--- config.mk ---
export PLATFORM = sky130hd
export DESIGN_NAME = mem_port_arbiter
export DESIGN_NICKNAME = d
export VERILOG_FILES = /design/src/rtl/mem_port_arbiter.sv
export SDC_FILE = /design/constraint.sdc
export NUM_CORES = 1
export LEC_CHECK = 0
export CORE_ASPECT_RATIO = 0.75
export CORE_MARGIN = 2
export CORE_UTILIZATION = 37
export DETAILED_ROUTE_END_ITERATION = 8
export GPL_TIMING_DRIVEN = 0
export PLACE_DENSITY_LB_ADDON = 0.25
export SLEW_MARGIN = 20
export SYNTH_ARGS = -nofsm -noshare
export SYNTH_HDL_FRONTEND = slang
export SYNTH_SLANG_ARGS = --single-unit
--- constraint.sdc ---
create_clock -name clk -period 4 [get_ports clk]
set_clock_uncertainty 0.15 [all_clocks]
set_input_delay 0.4 -clock clk [delete_from_list [all_inputs] [get_ports clk]]
set_output_delay 0.4 -clock clk [all_outputs]
set_load 0.01 [all_outputs]
--- src/rtl/mem_port_arbiter.sv ---
// rtl/mem_port_arbiter.sv - single-port memory arbiter between fetch and data paths
// Optional starvation guard: define MEM_ARB_STARVE_GUARD_EN.
module mem_port_arbiter #(
  parameter int MEM_LAT    = 1,
  parameter int STARVE_MAX = 3
) (
  input  logic        clk,
  input  logic        reset,
  input  logic        if_req,
  input  logic [31:0] if_addr,
  output logic [31:0] if_rdata,
  output logic        if_valid,
  input  logic        dm_req,
  input  logic        dm_we,
  input  logic [31:0] dm_addr,
  input  logic [31:0] dm_wdata,
  output logic [31:0] dm_rdata,
  output logic        dm_valid,
  output logic        mem_en,
  output logic        mem_we,
  output logic [31:0] mem_addr,
  output logic [31:0] mem_wdata,
  input  logic [31:0] mem_rdata,
  output logic        stall_if,
  output logic        stall_dm
);

  typedef enum logic [1:0] {IDLE, WAIT, DONE} arbStateT;

  localparam logic [1:0] LAST_CNT = 2'(MEM_LAT - 1);

  if (MEM_LAT < 1 || MEM_LAT > 4 || STARVE_MAX < 1 || STARVE_MAX > 7) begin : gBadParam
    $error("mem_port_arbiter: MEM_LAT must be 1..4 and STARVE_MAX 1..7");
  end

  arbStateT    state, nextState;
  logic [1:0]  latCnt;
  logic        ownerDm;
  logic        issue, grantDm, capture, forceFetch;
  logic        ifValidQ, dmValidQ;
  logic [31:0] ifRdataQ, dmRdataQ;

`ifdef MEM_ARB_STARVE_GUARD_EN
  logic [2:0] starveCnt;
  assign forceFetch = (starveCnt == 3'(STARVE_MAX));
`else
  assign forceFetch = 1'b0;
`endif

  always_ff @(posedge clk) begin
    if (reset) state <= IDLE;
    else       state <= nextState;
  end

  always_comb begin
    nextState = state;
    issue     = 1'b0;
    grantDm   = 1'b0;
    capture   = 1'b0;
    case (state)
      IDLE: begin
        if (if_req || dm_req) begin
          issue     = 1'b1;
          grantDm   = dm_req && !(if_req && forceFetch);
          nextState = WAIT;
        end
      end
      WAIT: begin
        if (latCnt == LAST_CNT) begin
          capture   = 1'b1;
          nextState = DONE;
        end
      end
      DONE:    nextState = IDLE;
      default: nextState = IDLE;
    endcase
  end

  // Memory strobes are combinational from the IDLE grant so the issue costs no extra cycle.
  assign mem_en    = issue && !reset;
  assign mem_we    = mem_en && grantDm && dm_we;
  assign mem_addr  = grantDm ? dm_addr : if_addr;
  assign mem_wdata = grantDm ? dm_wdata : 32'h0;

  always_ff @(posedge clk) begin
    if (reset) begin
      latCnt   <= 2'd0;
      ownerDm  <= 1'b0;
      ifValidQ <= 1'b0;
      dmValidQ <= 1'b0;
      ifRdataQ <= 32'h0;
      dmRdataQ <= 32'h0;
    end else begin
      ifValidQ <= capture && !ownerDm;
      dmValidQ <= capture && ownerDm;
      if (issue) begin
        ownerDm <= grantDm;
        latCnt  <= 2'd0;
      end else if (state == WAIT) begin
        latCnt <= latCnt + 2'd1;
      end
      if (capture) begin
        if (ownerDm) dmRdataQ <= mem_rdata;
        else         ifRdataQ <= mem_rdata;
      end
    end
  end

`ifdef MEM_ARB_STARVE_GUARD_EN
  // Counts contested data wins; any fetch grant restarts the count.
  always_ff @(posedge clk) begin
    if (reset) begin
      starveCnt <= 3'd0;
    end else if (issue) begin
      if (!grantDm)    starveCnt <= 3'd0;
      else if (if_req) starveCnt <= starveCnt + 3'd1;
    end
  end
`endif

  // An in-flight access hit by reset must not signal completion.
  assign if_valid = ifValidQ && !reset;
  assign dm_valid = dmValidQ && !reset;
  assign if_rdata = ifRdataQ;
  assign dm_rdata = dmRdataQ;
  assign stall_if = if_req && !if_valid && !reset;
  assign stall_dm = dm_req && !dm_valid && !reset;

endmodule

== After elaboration in Yosys (flattened, before gate mapping) ==
Index checks and enable logic that the tools add are counted.
Cells by class
  add/subtract/negate cells: 1
  equality and inequality tests: 3
  muxes and demuxes: 11
  bitwise logic cells: 1
  reduce and logical (&&, ||, !) cells: 22
Operators by type and width (count)
  $mux W32: 2
  $logic_and A1 B1 Y1: 11
  $mux W1: 6
  $reduce_and A2 Y1: 3
  $logic_not A1 Y1: 4
  $logic_not A2 Y1: 2
  $mux W2: 2
  $ne A2 B2 Y1 const B: 2
  $pmux W2 S2: 1
  $add A2 B1 Y2 const B: 1
  $eq A2 B1 Y1 const B: 1
  $reduce_or A2 Y1: 1
  $logic_or A1 B1 Y1: 1
  $not A1 Y1: 1
Word-level totals
  bits in registers: 71
  bits of input ports: 133
  output and inout bits: 134
  logic and storage cells: 45

== Logic depth before layout (Yosys ltp) ==
Gate-level depths: netlist of the first run.
  word-level depth: 6
  mapped depth: 6
  depth with buffers taken out: 4

== Worst setup path before layout of the first run ==
Ideal clock, no wire load.
  path kind: input -> output
  from: in dm_req
  to: out mem_addr[25]
  data arrival time: 1.250 ns
  data required time: 3.450 ns
  slack: 2.200 ns
  stages: 4
  path buffers: 2
  cell sequence: nor3b_2 buf_4 buf_6 mux2_1
Between the ends
  word-level cells in the longest chain between the ends: 4
Ends and longest elaborated chain
  start, declared: line 13  | input logic dm_req,
  $logic_or A1 B1 Y1: line 62  | if (if_req || dm_req) begin
  $mux W1 (*): line 62
  $mux W1 (*): line 60  | case (state)
  $mux W32 (*): line 82  | assign mem_addr = grantDm ? dm_addr : if_addr;
  end, declared: line 21  | output logic [31:0] mem_addr,
Mark *: on every way between the ends. The rest lies on a longest branch, timed or not.

== Worst setup path in the final report of the first run ==
  from: in dm_req
  to: out mem_addr[30]
Same word-level chain as after synthesis.

==> results of run 1 <==
[cell usage in the layout (no fill, tap or decap), types with 2 or more instances in the layout]
cell	n
inv_1	3
nand2b_1	98
clkbuf_2	2
and2_1	33
buf_2	9
mux2_1	6
buf_4	6
nor3b_1	3
clkbuf_16	9
mux2_2	26
nor2b_1	4
mux2i_1	64
clkdlybuf4s50_1	265
bufinv_16	3
clkbuf_1	10
dfxtp_1	71
buf_6	2
[kinds of logic after synthesis]
logic type                 after synthesis
buffers and inverters                   31
and+or+nand+nor                        151
adders and majority gates                1
muxes                                   96
DFF                                     71
AOI/OAI and AO/OA                        4
[final cells by class]
type / count / area, um2
buffer: 28 / 156.4
clock buffer: 11 / 242.7
clock inverter: 5 / 103.9
fill: 756 / 2801
inverter: 3 / 11.26
multi-input combinational: 252 / 2026
sequential: 71 / 1421
tap: 132 / 165.2
timing repair buffer: 265 / 2653
[per-stage QoR]
step	utilization (%)	power (mW)	hold slack [ns]	worst slack (ns)	area, um2
2_1_floorplan	-	1.115	0.3015	2.200	3615
3_3_place_gp	67.14	1.516	0.3093	0.9731	6432
3_5_place_dp	67.14	1.530	0.3152	0.9522	6432
4_1_cts	70.76	2.461	0.3226	0.9474	6779
5_1_grt	70.76	2.535	0.3385	0.8449	6779
6_report	70.76	2.437	0.3191	0.9719	6779
[state kept, by name (all words and copies together), names as in the netlist]
| name | flops |
|---|---|
| if_rdata | 32 |
| dmValidQ | 1 |
| ownerDm | 1 |
| ifValidQ | 1 |
| state | 2 |
| latCnt | 2 |
| dm_rdata | 32 |
[final timing paths]
kind              depth (start not counted)                         to                 startpoint  slack, ns
setup / recovery                          6               mem_addr[30]                     dm_req       0.97
hold / removal                            2  dm_rdata[23]$_SDFFE_PP0P_  dm_rdata[23]$_SDFFE_PP0P_       0.32
setup reg to reg                          6  dm_rdata[16]$_SDFFE_PP0P_     latCnt[0]$_SDFFE_PP0N_       2.22
hold reg to reg                           2  dm_rdata[23]$_SDFFE_PP0P_  dm_rdata[23]$_SDFFE_PP0P_       0.32
[metal layers]
metal | global-route usage (%) | vias to the layer above
met2 | 41.25 | 125
met3 | 7.260 | 23
li1 | - | 1730
met1 | 29.05 | 1615
met5 | 0 | -
met4 | 8.543 | 0
[critical path: stages]
cell	delay (ns)
clkdlybuf4s50_1	0.55
nor3b_2	0.28
buf_4	0.25
buf_6	0.17
mux2_1	0.32
clkdlybuf4s50_1	0.50
[power by group through the flow]
| stage | Sequential, mW | Combinational [mW] | Clock, mW |
|---|---|---|---|
| after floorplan | 0.823 | 0.291 | 0 |
| after global placement | 0.804 | 0.712 | 0 |
| after detailed placement | 0.806 | 0.724 | 0 |
| after CTS | 0.791 | 0.729 | 0.941 |
| after global routing | 0.798 | 0.767 | 0.970 |
| final | 0.792 | 0.722 | 0.923 |
==> flow_metrics.env, run 1 <==
export IMPL_drt_iter0_drc=151
export IMPL_synth_top_area_share_pct=39.32
export IMPL_crit_arrival_ns=2.48
export IMPL_switchingPower_mw=0.6018
export IMPL_wl_met2_um=6263
export IMPL_synth_area_leader_cell="dfxtp_1"
export IMPL_crit_type="in2out"
export IMPL_power_density_nw_per_um2=359.5
export IMPL_peakVddDrop_mv=0.2189
export IMPL_cp_start_kind="primary input"
export IMPL_hold_path_class="reg2reg"
export IMPL_ctsHtreeMaxLevel=3
export IMPL_insertion_delay_ns=0.32
export IMPL_core_um2=9580
export IMPL_ctsRootBufferMaster="clkbuf_16"
export IMPL_cts_buffers=9
export IMPL_numClockSinks=71
export IMPL_combPwrFrac_pct=29.6
export IMPL_worst_slew_pin_slew_ns=0.4069
export IMPL_power_frac_clock_pct=37.9
export IMPL_required_ns=3.45
export IMPL_place_gp_congestion=0.8041
export IMPL_ant_nets=0
export IMPL_synth_fp_nets=488
export IMPL_gr_usage_all_layers_pct=23.98
export IMPL_first_pass_iters=4
export IMPL_synth_flop_cell="dfxtp_1"
export IMPL_grt_max_degree=13
export IMPL_final_nets=764
export IMPL_synth_top_family_by_area="multiplexers"
export IMPL_yosysMostFrequentCell="nand2b_1"
export IMPL_syn_area_per_cell_um2=10.21
export IMPL_fin_tns_setup_ns=0
export IMPL_endpoint_kind="output port"
export IMPL_cts_hold_fix_buffers=0
export IMPL_post_route_drc_count=0
export IMPL_io_buffers=265
export IMPL_die_h_um=89.60
export IMPL_synthAdderAreaFrac_pct=0.3461
export IMPL_grt_pass1_vias=3626
export IMPL_clk_pin_slew_worst_paths_ns=0.05
export IMPL_antenna_found_initial=0
export IMPL_cts_tree="built"
export IMPL_maxUsedRoutingLayer="met4"
export IMPL_synth_mux_area_share_pct=27.69
export IMPL_fmax_mhz=330.2
export IMPL_stdcell_count=767
export IMPL_post_cts_resized=0
export IMPL_ys_warn_count=0
export IMPL_synthArstFlopShare_pct=0
export IMPL_grt_pass1_wl_um=19500
export IMPL_maxCapViolations=0
export IMPL_wl_met1_um=5377
export IMPL_vias=3493
export IMPL_synth_compound_area_share_pct=0.9692
export IMPL_dieArea_um2=10580
export IMPL_synth_area_leaders="dfxtp_1 39%, mux2i_1 18%, nand2b_1 17%, mux2_2 8.1%, and2_1 5.7%"
export IMPL_ys_seq_elements=71
export IMPL_yosysSeqAreaShare_pct=39.32
export IMPL_maxSlewViolCount=0
export IMPL_leakagePower_nw=2.655
export IMPL_drive_gt1_share_pct=9.921
export IMPL_yosys_area_share_simple_pct=27.03
export IMPL_cp_max_fo=10
export IMPL_dr_wl_met3_um=828
export IMPL_dp_cells=751
export IMPL_p_int_mw=1.835
export IMPL_min_period_ns=3.028
export IMPL_relSlewSlack_pct=72.87
export IMPL_rsz0062_at_grt="false"
export IMPL_start_util_pct=37.73
export IMPL_syn_to_final_growth_pct=87.54
export IMPL_sw_frac_of_total_pct=24.70
export IMPL_ys_types=32
export IMPL_clockBufferDepth=2
export IMPL_die_x_um=118.1
export IMPL_dp_hpwl_um=10290
export IMPL_synth_edf_count=0
export IMPL_syn_inst=354
export IMPL_timing_final_crit_share_pct=75.70
export IMPL_setup_violations=0
export IMPL_rows=31
export IMPL_wl_per_cell_um=16.62
export IMPL_hold_violations=0
export IMPL_syn_area_um2=3615
export IMPL_synth_commonest_cells="98 x nand2b_1, 71 x dfxtp_1, 64 x mux2i_1"
export IMPL_grt_overflow_total=0
export IMPL_antenna_cells=0
export IMPL_viasPerCell=4.554
export IMPL_ioPinCount=267
export IMPL_seq_power_share_pct=32.5
export IMPL_synthXorXnorAreaFrac_pct=0
export IMPL_post_cts_setup_buffers=0
export IMPL_outcome="finished clean"
export IMPL_wl_um=12750
Note: power is estimated with default switching activity, not from simulation.
==> run 2, diff against run 1 <==
--- a/config.mk
+++ b/config.mk
@@ -7,7 +7,7 @@
 export LEC_CHECK = 0
 export CORE_ASPECT_RATIO = 0.75
 export CORE_MARGIN = 2
-export CORE_UTILIZATION = 37
+export CORE_UTILIZATION = 31
 export DETAILED_ROUTE_END_ITERATION = 8
 export GPL_TIMING_DRIVEN = 0
 export PLACE_DENSITY_LB_ADDON = 0.25
==> constraint.sdc (replaced) <==
create_clock -name clk -period 2.45 [get_ports clk]
set_clock_uncertainty 0.15 [all_clocks]
set_input_delay 0.245 -clock clk [delete_from_list [all_inputs] [get_ports clk]]
set_output_delay 0.245 -clock clk [all_outputs]
set_load 0.01 [all_outputs]
==> flow_metrics.env, run 2 (same netlist as run 1, synthesis figures left out) <==
export IMPL_peakVddDrop_mv=0.4088
export IMPL_power_density_nw_per_um2=561.0
export IMPL_wl_per_cell_um=16.60
export IMPL_place_gp_congestion=0.8050
export IMPL_outcome="finished clean"
export IMPL_setup_violations=0
export IMPL_io_buffers=265
export IMPL_first_pass_iters=4
export IMPL_crit_type="reg2out"
export IMPL_relSlewSlack_pct=68.71
export IMPL_syn_to_final_growth_pct=91.03
export IMPL_stdcell_count=781
export IMPL_maxCapViolations=0
export IMPL_ant_nets=0
export IMPL_fmax_mhz=420.8
export IMPL_final_nets=767
export IMPL_ioPinCount=267
export IMPL_wl_um=12970
export IMPL_grt_pass1_wl_um=20310
export IMPL_maxUsedRoutingLayer="met4"
export IMPL_die_x_um=128.7
export IMPL_insertion_delay_ns=0.32
export IMPL_rows=34
export IMPL_cts_tree="built"
export IMPL_min_period_ns=2.376
export IMPL_hold_path_class="in2reg"
export IMPL_dr_wl_met3_um=823
export IMPL_max_stage_delay_ns=0.50
export IMPL_maxSlewViolCount=0
export IMPL_cp_common_cell="buf_6"
export IMPL_dp_hpwl_um=10360
export IMPL_cp_max_fo=6
export IMPL_required_ns=2.06
export IMPL_leakagePower_nw=3.116
export IMPL_drive_gt1_share_pct=10.52
export IMPL_die_h_um=97.52
export IMPL_dieArea_um2=12550
export IMPL_post_route_drc_count=0
export IMPL_regArea_um2=1423
export IMPL_worst_slew_pin_slew_ns=0.4693
export IMPL_clk_pin_slew_worst_paths_ns=0.05
export IMPL_path_cells="nor3b_4 > buf_6 > buf_6 > mux2_2 > clkdlybuf4s50_1"
export IMPL_start_util_pct=31.47
export IMPL_hold_violations=0
export IMPL_timing_final_crit_share_pct=96.99
export IMPL_ctsRootBufferMaster="clkbuf_16"
export IMPL_core_um2=11490
export IMPL_dpl_cell_area_um2=6447
export IMPL_final_common_cell="clkdlybuf4s50_1"
export IMPL_vias=3559
export IMPL_final_area_um2=6905
export IMPL_numClockSinks=71
export IMPL_grt_overflow_total=0
export IMPL_path_buf_inv=3
export IMPL_clockBufferDepth=2
export IMPL_fillers=999
export IMPL_final_cell_mix="217 x clkdlybuf4s50_1, 98 x nand2b_1, 70 x dfxtp_1"
export IMPL_gr_usage_all_layers_pct=20.72
export IMPL_grt_pass1_vias=3798
export IMPL_crit_slowest_cell="clkdlybuf4s50_1"
export IMPL_crit_arrival_ns=1.98
export IMPL_cp_start_kind="register"
export IMPL_wl_met2_um=6417
export IMPL_cts_buffers=9
export IMPL_ctsHtreeMaxLevel=3
export IMPL_dp_cells=763
export IMPL_drt_iter0_drc=77
export IMPL_viasPerCell=4.557
export IMPL_grt_max_degree=13
export IMPL_cp_top_family="buffers and inverters"
export IMPL_wl_met1_um=5432
export IMPL_antenna_cells=0
export IMPL_endpoint_kind="output port"
export IMPL_antenna_found_initial=0
export IMPL_multi_input_area_um2=2032
==> run 2: cell types whose count changed in the layout (fill, tap and decap cells not counted), sizes merged <==
cell,previous run,this run
buf,17,20
bufinv,3,2
clkbuf,22,21
clkdlybuf4s50,265,217
clkinvlp,0,1
dlygate4sd2,0,15
dlymetal6s2s,0,33
==> run 2: repair_timing <==
item,CTS,global route
buffers inserted,1,1
gates cloned,0,1
pin swaps,0,0
resized for setup,21,42
endpoints found under the setup margin,65,48
hold endpoints to repair,0,0
hold buffers,0,0
==> run 2: path summary, 6_finish.rpt <==
kind / startpoint / endpoint / slack, ns / depth (start not counted)
max: state[1]$_SDFFE_PP0P_ / mem_addr[31] / 0.07 / 5
min: reset / dm_rdata[26]$_SDFFE_PP0P_ / 0.20 / 3
max reg2reg: latCnt[0]$_SDFFE_PP0N_ / dm_rdata[19]$_SDFFE_PP0P_ / 0.64 / 6
min reg2reg: if_rdata[30]$_SDFFE_PP0P_ / if_rdata[30]$_SDFFE_PP0P_ / 0.32 / 2
==> run 2: per-stage QoR <==
stage	setup WS [ns]	TNS [ns]	power (mW)	hold slack [ns]	util, %
finish	0.07381	0	3.874	0.1983	60.12
global route	-0.008972	-0.008972	4.055	0.2455	60.12
CTS	-0.06009	-0.2277	3.924	0.1980	59.11
detailed placement	-0.2921	-12.96	2.504	0.3149	56.13
global placement	-0.2680	-11.64	2.485	0.3098	56.13
floorplan	0.8650	0	1.820	0.2706	-
==> run 2: area by class of cell <==
type,count,area share [%]
clock buffer,10,3.461
timing repair buffer,268,39.90
clock inverter,5,1.178
inverter,3,0.1631
sequential,71,20.60
tap,144,2.609
multi-input combinational,252,29.43
buffer,28,2.664
==> run 2: where the power goes <==
group | internal (mW) | leakage, nW | switching, mW
logic | 0.726 | 2.38 | 0.452
clock network | 0.915 | 0.155 | 0.485
registers | 1.24 | 0.577 | 0.0544
total | 2.88 | 3.12 | 0.991
==> run 2: worst reg2reg max path: cells and delay by family, from the launching register on <==
kind,cells,cell delay [ns]
buf+inv,3,0.56
flops,1,0.32
simple gates,1,0.21
fa+ha+maj,1,0.25
mux,1,0.24
==> run 2: metal layers <==
metal  GRT usage, %  vias to the layer above
met5              0                        -
li1               -                     1738
met3          5.617                       21
met2          35.98                      136
met4          5.686                        0
met1          25.08                     1664
